[src/rtl/sdram_arb_pkg.sv]
// Shared types and helpers for the SDRAM port arbiter (sdram_port_arb).
// Holds the arbiter state encoding, the default halfword address width and
// the byte-to-halfword address helper used by the loader path.
package sdram_arb_pkg;

    // Default SDRAM halfword address width (32 MB of 16-bit words)
    localparam int RAM_AW_DEF = 24;

    typedef enum logic [2:0] {
        ST_IDLE,
        ST_LD_WR,
        ST_CPU_LO,
        ST_CPU_HI,
        ST_CPU_ACK
    } arb_state_t;

    // Byte address to halfword address; bit 0 of the byte address is dropped
    function automatic logic [RAM_AW_DEF-1:0] hw_of(input logic [RAM_AW_DEF:0] byte_addr);
        return RAM_AW_DEF'(byte_addr >> 1);
    endfunction

endpackage

[src/rtl/sdram_arb_ldbuf.sv]
// One-entry buffer between the hps_io loader and the SDRAM arbiter.
// A loader strobe fills the entry; it empties when the arbiter reports the
// SDRAM write complete. ld_wait mirrors occupancy, so it rises the cycle
// after the strobe and falls the cycle after the matching ram_ack.
// A strobe that arrives while the entry is full is dropped.
module sdram_arb_ldbuf
    import sdram_arb_pkg::*;
#(
    parameter int                RAM_AW  = RAM_AW_DEF,
    parameter logic [RAM_AW-1:0] LD_BASE = '0
) (
    input  logic              clk_sys,
    input  logic              reset_n,
    input  logic              ld_wr,
    input  logic [24:0]       ld_addr,
    input  logic [15:0]       ld_data,
    input  logic              ld_done,
    output logic              ld_full,
    output logic [RAM_AW-1:0] buf_addr,
    output logic [15:0]       buf_data,
    output logic              ld_wait
);

    // Occupancy flag: set by an accepted strobe, cleared by the write's completion
    always_ff @(posedge clk_sys or negedge reset_n) begin
        if (!reset_n) begin
            ld_full <= 1'b0;
        end else if (ld_full) begin
            if (ld_done) begin
                ld_full <= 1'b0;
            end
        end else if (ld_wr) begin
            ld_full <= 1'b1;
        end
    end

    // Payload capture; only meaningful while ld_full is set, so it needs no reset
    always_ff @(posedge clk_sys) begin
        if (ld_wr && !ld_full) begin
            buf_addr <= LD_BASE + RAM_AW'(hw_of(ld_addr));
            buf_data <= ld_data;
        end
    end

    assign ld_wait = ld_full;

endmodule

[src/rtl/sdram_port_arb.sv]
// Arbiter sharing the single 16-bit SDRAM controller port between the BIOS
// loader and the V810 CPU bus. Each 32-bit CPU access is split into a low
// and a high halfword op; halves with no byte enables are skipped.
// A buffered loader write wins in IDLE, but a CPU access already started
// always finishes both halves first. New CPU accesses are held off while
// the loader is active.
// Optional feature: define SDRAM_ARB_ROM_WP_EN to suppress CPU write halves
// landing in [ROM_BASE, ROM_BASE+ROM_HW); suppressed halves still count as
// complete so cpu_ack timing is unchanged.
module sdram_port_arb
    import sdram_arb_pkg::*;
#(
    parameter int                RAM_AW   = RAM_AW_DEF,
    parameter logic [RAM_AW-1:0] LD_BASE  = RAM_AW'(24'h000000),
    parameter logic [RAM_AW-1:0] ROM_BASE = RAM_AW'(24'h000000),
    parameter logic [RAM_AW-1:0] ROM_HW   = RAM_AW'(24'h100000)
) (
    input  logic              clk_sys,
    input  logic              reset_n,
    // loader (hps_io ioctl, 16-bit wide)
    input  logic              ld_active,
    input  logic              ld_wr,
    input  logic [24:0]       ld_addr,
    input  logic [15:0]       ld_data,
    output logic              ld_wait,
    // CPU bus
    input  logic              cpu_req,
    input  logic              cpu_we,
    input  logic [RAM_AW:0]   cpu_addr,
    input  logic [3:0]        cpu_be,
    input  logic [31:0]       cpu_wdata,
    output logic [31:0]       cpu_rdata,
    output logic              cpu_ack,
    // SDRAM controller
    output logic              ram_req,
    output logic              ram_we,
    output logic [RAM_AW-1:0] ram_addr,
    output logic [1:0]        ram_be,
    output logic [15:0]       ram_wdata,
    input  logic [15:0]       ram_rdata,
    input  logic              ram_ack
);

`ifdef SDRAM_ARB_ROM_WP_EN
    localparam bit WP_EN = 1'b1;
`else
    localparam bit WP_EN = 1'b0;
`endif

    arb_state_t        state;

    logic              ld_full;
    logic              ld_done;
    logic [RAM_AW-1:0] buf_addr;
    logic [15:0]       buf_data;

    logic [RAM_AW-1:0] req_hw_lo;
    logic [RAM_AW-1:0] req_hw_hi;
    logic              wp_lo;
    logic              wp_hi;
    logic              lo_need;
    logic              hi_need;
    logic              cpu_start;
    logic              hi_pend;

    // High-half context held for the second op of a split access
    logic              cur_we;
    logic [RAM_AW-1:0] cur_hw_hi;
    logic [1:0]        cur_be_hi;
    logic [15:0]       cur_wdata_hi;

    logic              unused_addr_lsb;
    assign unused_addr_lsb = ^cpu_addr[1:0];

    // True when a halfword address falls inside the protected BIOS window
    function automatic logic in_rom(input logic [RAM_AW-1:0] hw);
        logic [RAM_AW-1:0] off;
        off = hw - ROM_BASE;
        return off < ROM_HW;
    endfunction

    sdram_arb_ldbuf #(
        .RAM_AW  (RAM_AW),
        .LD_BASE (LD_BASE)
    ) u_ldbuf (
        .clk_sys  (clk_sys),
        .reset_n  (reset_n),
        .ld_wr    (ld_wr),
        .ld_addr  (ld_addr),
        .ld_data  (ld_data),
        .ld_done  (ld_done),
        .ld_full  (ld_full),
        .buf_addr (buf_addr),
        .buf_data (buf_data),
        .ld_wait  (ld_wait)
    );

    // The CPU halfword pair is always even/odd, so the high address never carries out
    assign req_hw_lo = {cpu_addr[RAM_AW:2], 1'b0};
    assign req_hw_hi = {cpu_addr[RAM_AW:2], 1'b1};

    assign wp_lo   = WP_EN && cpu_we && in_rom(req_hw_lo);
    assign wp_hi   = WP_EN && cpu_we && in_rom(req_hw_hi);
    assign lo_need = (|cpu_be[1:0]) && !wp_lo;
    assign hi_need = (|cpu_be[3:2]) && !wp_hi;

    assign cpu_start = (state == ST_IDLE) && !ld_full && cpu_req && !ld_active;
    assign ld_done   = (state == ST_LD_WR) && ram_ack;

    // Latch the high-half request context when a CPU access is accepted
    always_ff @(posedge clk_sys) begin
        if (cpu_start) begin
            cur_we       <= cpu_we;
            cur_hw_hi    <= req_hw_hi;
            cur_be_hi    <= cpu_be[3:2];
            cur_wdata_hi <= cpu_wdata[31:16];
        end
    end

    // Arbiter FSM; every SDRAM and CPU output is registered here
    always_ff @(posedge clk_sys or negedge reset_n) begin
        if (!reset_n) begin
            state     <= ST_IDLE;
            ram_req   <= 1'b0;
            ram_we    <= 1'b0;
            ram_addr  <= '0;
            ram_be    <= 2'b00;
            ram_wdata <= 16'h0000;
            cpu_ack   <= 1'b0;
            cpu_rdata <= 32'h0000_0000;
            hi_pend   <= 1'b0;
        end else begin
            cpu_ack <= 1'b0;
            case (state)
                ST_IDLE: begin
                    if (ld_full) begin
                        state     <= ST_LD_WR;
                        ram_req   <= 1'b1;
                        ram_we    <= 1'b1;
                        ram_addr  <= buf_addr;
                        ram_be    <= 2'b11;
                        ram_wdata <= buf_data;
                    end else if (cpu_start) begin
                        cpu_rdata <= 32'h0000_0000;
                        hi_pend   <= hi_need;
                        if (lo_need) begin
                            state     <= ST_CPU_LO;
                            ram_req   <= 1'b1;
                            ram_we    <= cpu_we;
                            ram_addr  <= req_hw_lo;
                            ram_be    <= cpu_be[1:0];
                            ram_wdata <= cpu_wdata[15:0];
                        end else if (hi_need) begin
                            state     <= ST_CPU_HI;
                            ram_req   <= 1'b1;
                            ram_we    <= cpu_we;
                            ram_addr  <= req_hw_hi;
                            ram_be    <= cpu_be[3:2];
                            ram_wdata <= cpu_wdata[31:16];
                        end else begin
                            state   <= ST_CPU_ACK;
                            cpu_ack <= 1'b1;
                        end
                    end
                end

                ST_LD_WR: begin
                    if (ram_ack) begin
                        ram_req <= 1'b0;
                        state   <= ST_IDLE;
                    end
                end

                ST_CPU_LO: begin
                    if (ram_ack) begin
                        ram_req <= 1'b0;
                        if (!ram_we) begin
                            cpu_rdata[15:0] <= ram_rdata;
                        end
                        if (hi_pend) begin
                            state <= ST_CPU_HI;
                        end else begin
                            state   <= ST_CPU_ACK;
                            cpu_ack <= 1'b1;
                        end
                    end
                end

                // Entered with ram_req low after a low half: raise the high op one cycle later
                ST_CPU_HI: begin
                    if (!ram_req) begin
                        ram_req   <= 1'b1;
                        ram_we    <= cur_we;
                        ram_addr  <= cur_hw_hi;
                        ram_be    <= cur_be_hi;
                        ram_wdata <= cur_wdata_hi;
                    end else if (ram_ack) begin
                        ram_req <= 1'b0;
                        if (!ram_we) begin
                            cpu_rdata[31:16] <= ram_rdata;
                        end
                        state   <= ST_CPU_ACK;
                        cpu_ack <= 1'b1;
                    end
                end

                ST_CPU_ACK: begin
                    state <= ST_IDLE;
                end

                default: begin
                    state   <= ST_IDLE;
                    ram_req <= 1'b0;
                end
            endcase
        end
    end

endmodule

[config.mk]
export PLATFORM = sky130hd
export DESIGN_NAME = sdram_port_arb
export DESIGN_NICKNAME = d
export VERILOG_FILES = /design/src/rtl/sdram_arb_pkg.sv /design/src/rtl/sdram_arb_ldbuf.sv /design/src/rtl/sdram_port_arb.sv
export SDC_FILE = /design/constraint.sdc
export NUM_CORES = 1
export LEC_CHECK = 0
export ABC_AREA = 1
export BUFFER_PORTS_ARGS = -buffer_cell sky130_fd_sc_hd__buf_4
export CORE_MARGIN = 4
export CORE_UTILIZATION = 47
export DETAILED_ROUTE_END_ITERATION = 12
export PLACE_DENSITY = 0.73
export SLEW_MARGIN = 30
export SYNTH_ARGS = -nofsm -noshare
export SYNTH_HDL_FRONTEND = slang
export SYNTH_SLANG_ARGS = --single-unit
[constraint.sdc]
create_clock -name clk_sys -period 3 [get_ports clk_sys]
set_clock_uncertainty 0.2 [all_clocks]
set_input_delay 0.6 -clock clk_sys [delete_from_list [all_inputs] [get_ports clk_sys]]
set_output_delay 0.6 -clock clk_sys [all_outputs]
set_load 0.05 [all_outputs]
==> results.tsv <==
metric	value	unit
postSynth.topFlopCell	sky130_fd_sc_hd__edfxtp_1	
final.setup.worst_slack	490	ps
wirelength_per_cell	15.9	µm
pwr-share-seq	32.1	%
drt-initial-drc-count	273	
fmax	398	MHz
reg2reg_setup_slack	680	ps
crit_end	ld_wait	
rr_worst_depth	7	
fp.dieArea	17400	µm²
postSynthCellCount	775	
hold_vio_cnt_final	0	
synth.yosys.seq_area_share	62.6	%
critical_path_launch_point	u_ldbuf.ld_full	
cts_hold_repair.buffers	0	
ant_nets	0	
switching_power	4.86	mW
drt-pass1-iter-count	5	
depth_of_the_cts_h_tree	4	
period_minus_slack	2510	ps
worst_path_most_repeated_cell	sky130_fd_sc_hd__buf_4	
rows	45	
fin_hold_ws	57.9	ps
global_route.usage.total	21.7	%
place_ws	693	ps
final.setup.tns	0	ps
powerDensity	1140	nW/µm²
worst_stage_delay_on_the_critical_path	620	ps
synth_top_area_share	34.2	%
first_global_vias	5872	
worst-path-stages	2	
fin_nets	1094	
dr_drc_count	0	
grt_setup_unrepaired	false	
min-delay-path-class	in -> async	
synth-edff-count	82	
worstMarginPinSlew	813	ps
floorplan.initialDensity	47.8	%
worstSkewPairLatency	420	ps
global_route_wire_length_before_repair	30.1	mm
post-synth-top-count-cell	sky130_fd_sc_hd__nand2_1	
clk_transition_reported_paths	60	ps
worstSetupPathType	reg -> out	
post_cts_setup_inserts	0	
numPortBuffers	199	
timing.final.setup_violations	0	
power.combinational.fraction	48.1	%
crit_buf_inv	2	
critical_path.startpoint_type	flop	
post_syn_area_per_cell	9.30	µm²
grt_start_max_net_pins	59	
gp_congestion	0.816	
power.ir.vdd_worst	0.545	mV
timing.final.max_slew_violations	0	
path_cells	buf_4 > buf_4	
worst_path_max_delay_cell	sky130_fd_sc_hd__dfrtp_2	
antenna_found_initial	0	
critPathRequiredTime	2200	ps
routed_via_density	5.04	
worst_setup_path_end_kind	output port	
maxSlewHeadroom	45.8	%
timing.critical_path.max_delay_family	buffers and inverters	
post_cts.resized_instances	0	
num_vias	5896	
outcome	completed	
syn_area	7210	µm²
cts_root_buffer	sky130_fd_sc_hd__clkbuf_16	
warnings_from_yosys	0	
critPathArrivalTime	1710	ps
internal_power	5.94	mW
design.core.area	15100	µm²
grt_overflow_total	0	
numCtsBuffers	17	
synth_area_leader_cell	sky130_fd_sc_hd__edfxtp_1	
p_clk_share	19.8	%
io-pin-count	203	
tritoncts	yes	
ys_ff_latch	164	
cts.sink_count	164	
static_leakage	4.73	nW
fillerInstances	1295	
postRouteWirelength	18.6	mm
switching_share_of_power	45.0	%
die_width	132	µm
detailed_place_hpwl	12.4	mm
synth_commonest_cells	284 x sky130_fd_sc_hd__nand2_1, 85 x sky130_fd_sc_hd__nand3_1, 82 x sky130_fd_sc_hd__dfrtp_1, 82 x sky130_fd_sc_hd__edfxtp_1, 62 x sky130_fd_sc_hd__inv_1	
antenna_cells	0	
post_route_cells_drive_above_1_share	28.9	%
floorplan.die.height	132	µm
area_growth	31.8	%
post-route-period-util	83.7	%
synth.lib_cells_used.distinct	26	
postSynthNetCount	900	
post-route-util	63.0	%
async_flop_share	50.0	%
worstReg2RegEnd	cpu_rdata[25]	
cell_types_occupying_the_most_area_after_synthesis	sky130_fd_sc_hd__edfxtp_1 34%, sky130_fd_sc_hd__dfrtp_1 28%, sky130_fd_sc_hd__nand2_1 15%, sky130_fd_sc_hd__nand3_1 5.9%, sky130_fd_sc_hd__inv_1 3.2%	
worst-path-max-fanout	27	
max-cap-violations	0	
multiInputGateArea	2270	µm²
seqCellArea	4520	µm²
ctsLongestPathBuffers	2	
worst_r2r_startpoint	state[0]	
-- cell usage in the layout (no fill, tap or decap), drive strengths merged --
cell      instances
a211oi            1
a21oi            18
a31oi             1
and2              1
buf             213
bufinv            2
clkbuf           23
clkinv            6
clkinvlp          1
dfrtp            82
edfxtp           82
inv              67
nand2           288
nand3            89
nor2             50
nor3              3
o211ai           23
o21ai             8
or2              24
-- stage by stage --
step | cells | cell area (µm²) | power [mW]
after floorplan | 775 | 7210 | 7.06
after global placement | 1138 | 8920 | 8.65
after detailed placement | 1138 | 8920 | 8.73
after CTS | 1170 | 9500 | 10.9
after global routing | 1170 | 9500 | 11.4
final | 1170 | 9500 | 10.8
-- worst min-delay path by stage --
stage	startpoint	end	slack [ps]
finish	reset_n	ram_addr[19]	60
global route	reset_n	ram_addr[19]	130
CTS	reset_n	ram_addr[19]	90
detailed placement	ram_addr[12]	ram_addr[12]	260
global placement	ram_addr[14]	ram_addr[14]	260
floorplan	reset_n	cpu_ack	100
-- state kept, by name (all words and copies together), names as in the netlist, 2 cells and up --
signal            flops
u_ldbuf.buf_addr     24
cur_wdata_hi         16
cpu_rdata            32
ram_addr             24
cur_be_hi             2
cur_hw_hi            23
ram_wdata            16
u_ldbuf.buf_data     16
ram_be                2
state                 3
-- kinds of logic after synthesis --
family / share of synthesized area (%)
and+or+nand+nor: 27.0
DFF: 62.6
buffers and inverters: 5.99
AOI/OAI and AO/OA: 4.39
-- layer usage --
| metal | up-vias | GRT usage, % | part of all wire, % |
|---|---|---|---|
| li1 | 2880 | - | - |
| met1 | 2760 | 26.7 | 40 |
| met2 | 224 | 36.5 | 50 |
| met3 | 32 | 5.92 | 7.2 |
| met4 | 0 | 8.98 | 2.4 |
| met5 | - | 0 | 0 |
-- power groups by stage --
stage	registers, mW	clock network [mW]	logic [mW]
2_1_floorplan	5.03	0	2.02
3_3_place_gp	3.49	0	5.15
3_5_place_dp	3.50	0	5.23
4_1_cts	3.47	2.17	5.26
5_1_grt	3.54	2.28	5.62
6_report	3.46	2.14	5.20
-- area by class of cell --
type	instances	area share, %
Clock inverter	9	1.08
Tap cell	188	2.48
Multi-Input combinational cell	506	23.9
Timing Repair Buffer	213	17.4
Inverter	67	2.65
Clock buffer	23	5.03
Sequential cell	164	47.5
-- worst reg2reg max path: stages, from the launching register on --
cell and delay, ps:
sky130_fd_sc_hd__dfrtp_1 510, sky130_fd_sc_hd__nand2_1 150, sky130_fd_sc_hd__nor2_4 120, sky130_fd_sc_hd__buf_4 280, sky130_fd_sc_hd__nand3_2 370, sky130_fd_sc_hd__nand2_2 420
sky130_fd_sc_hd__nand3_1 130, sky130_fd_sc_hd__nand2_1 80
No activity file was read; power rests on OpenSTA's default activity.
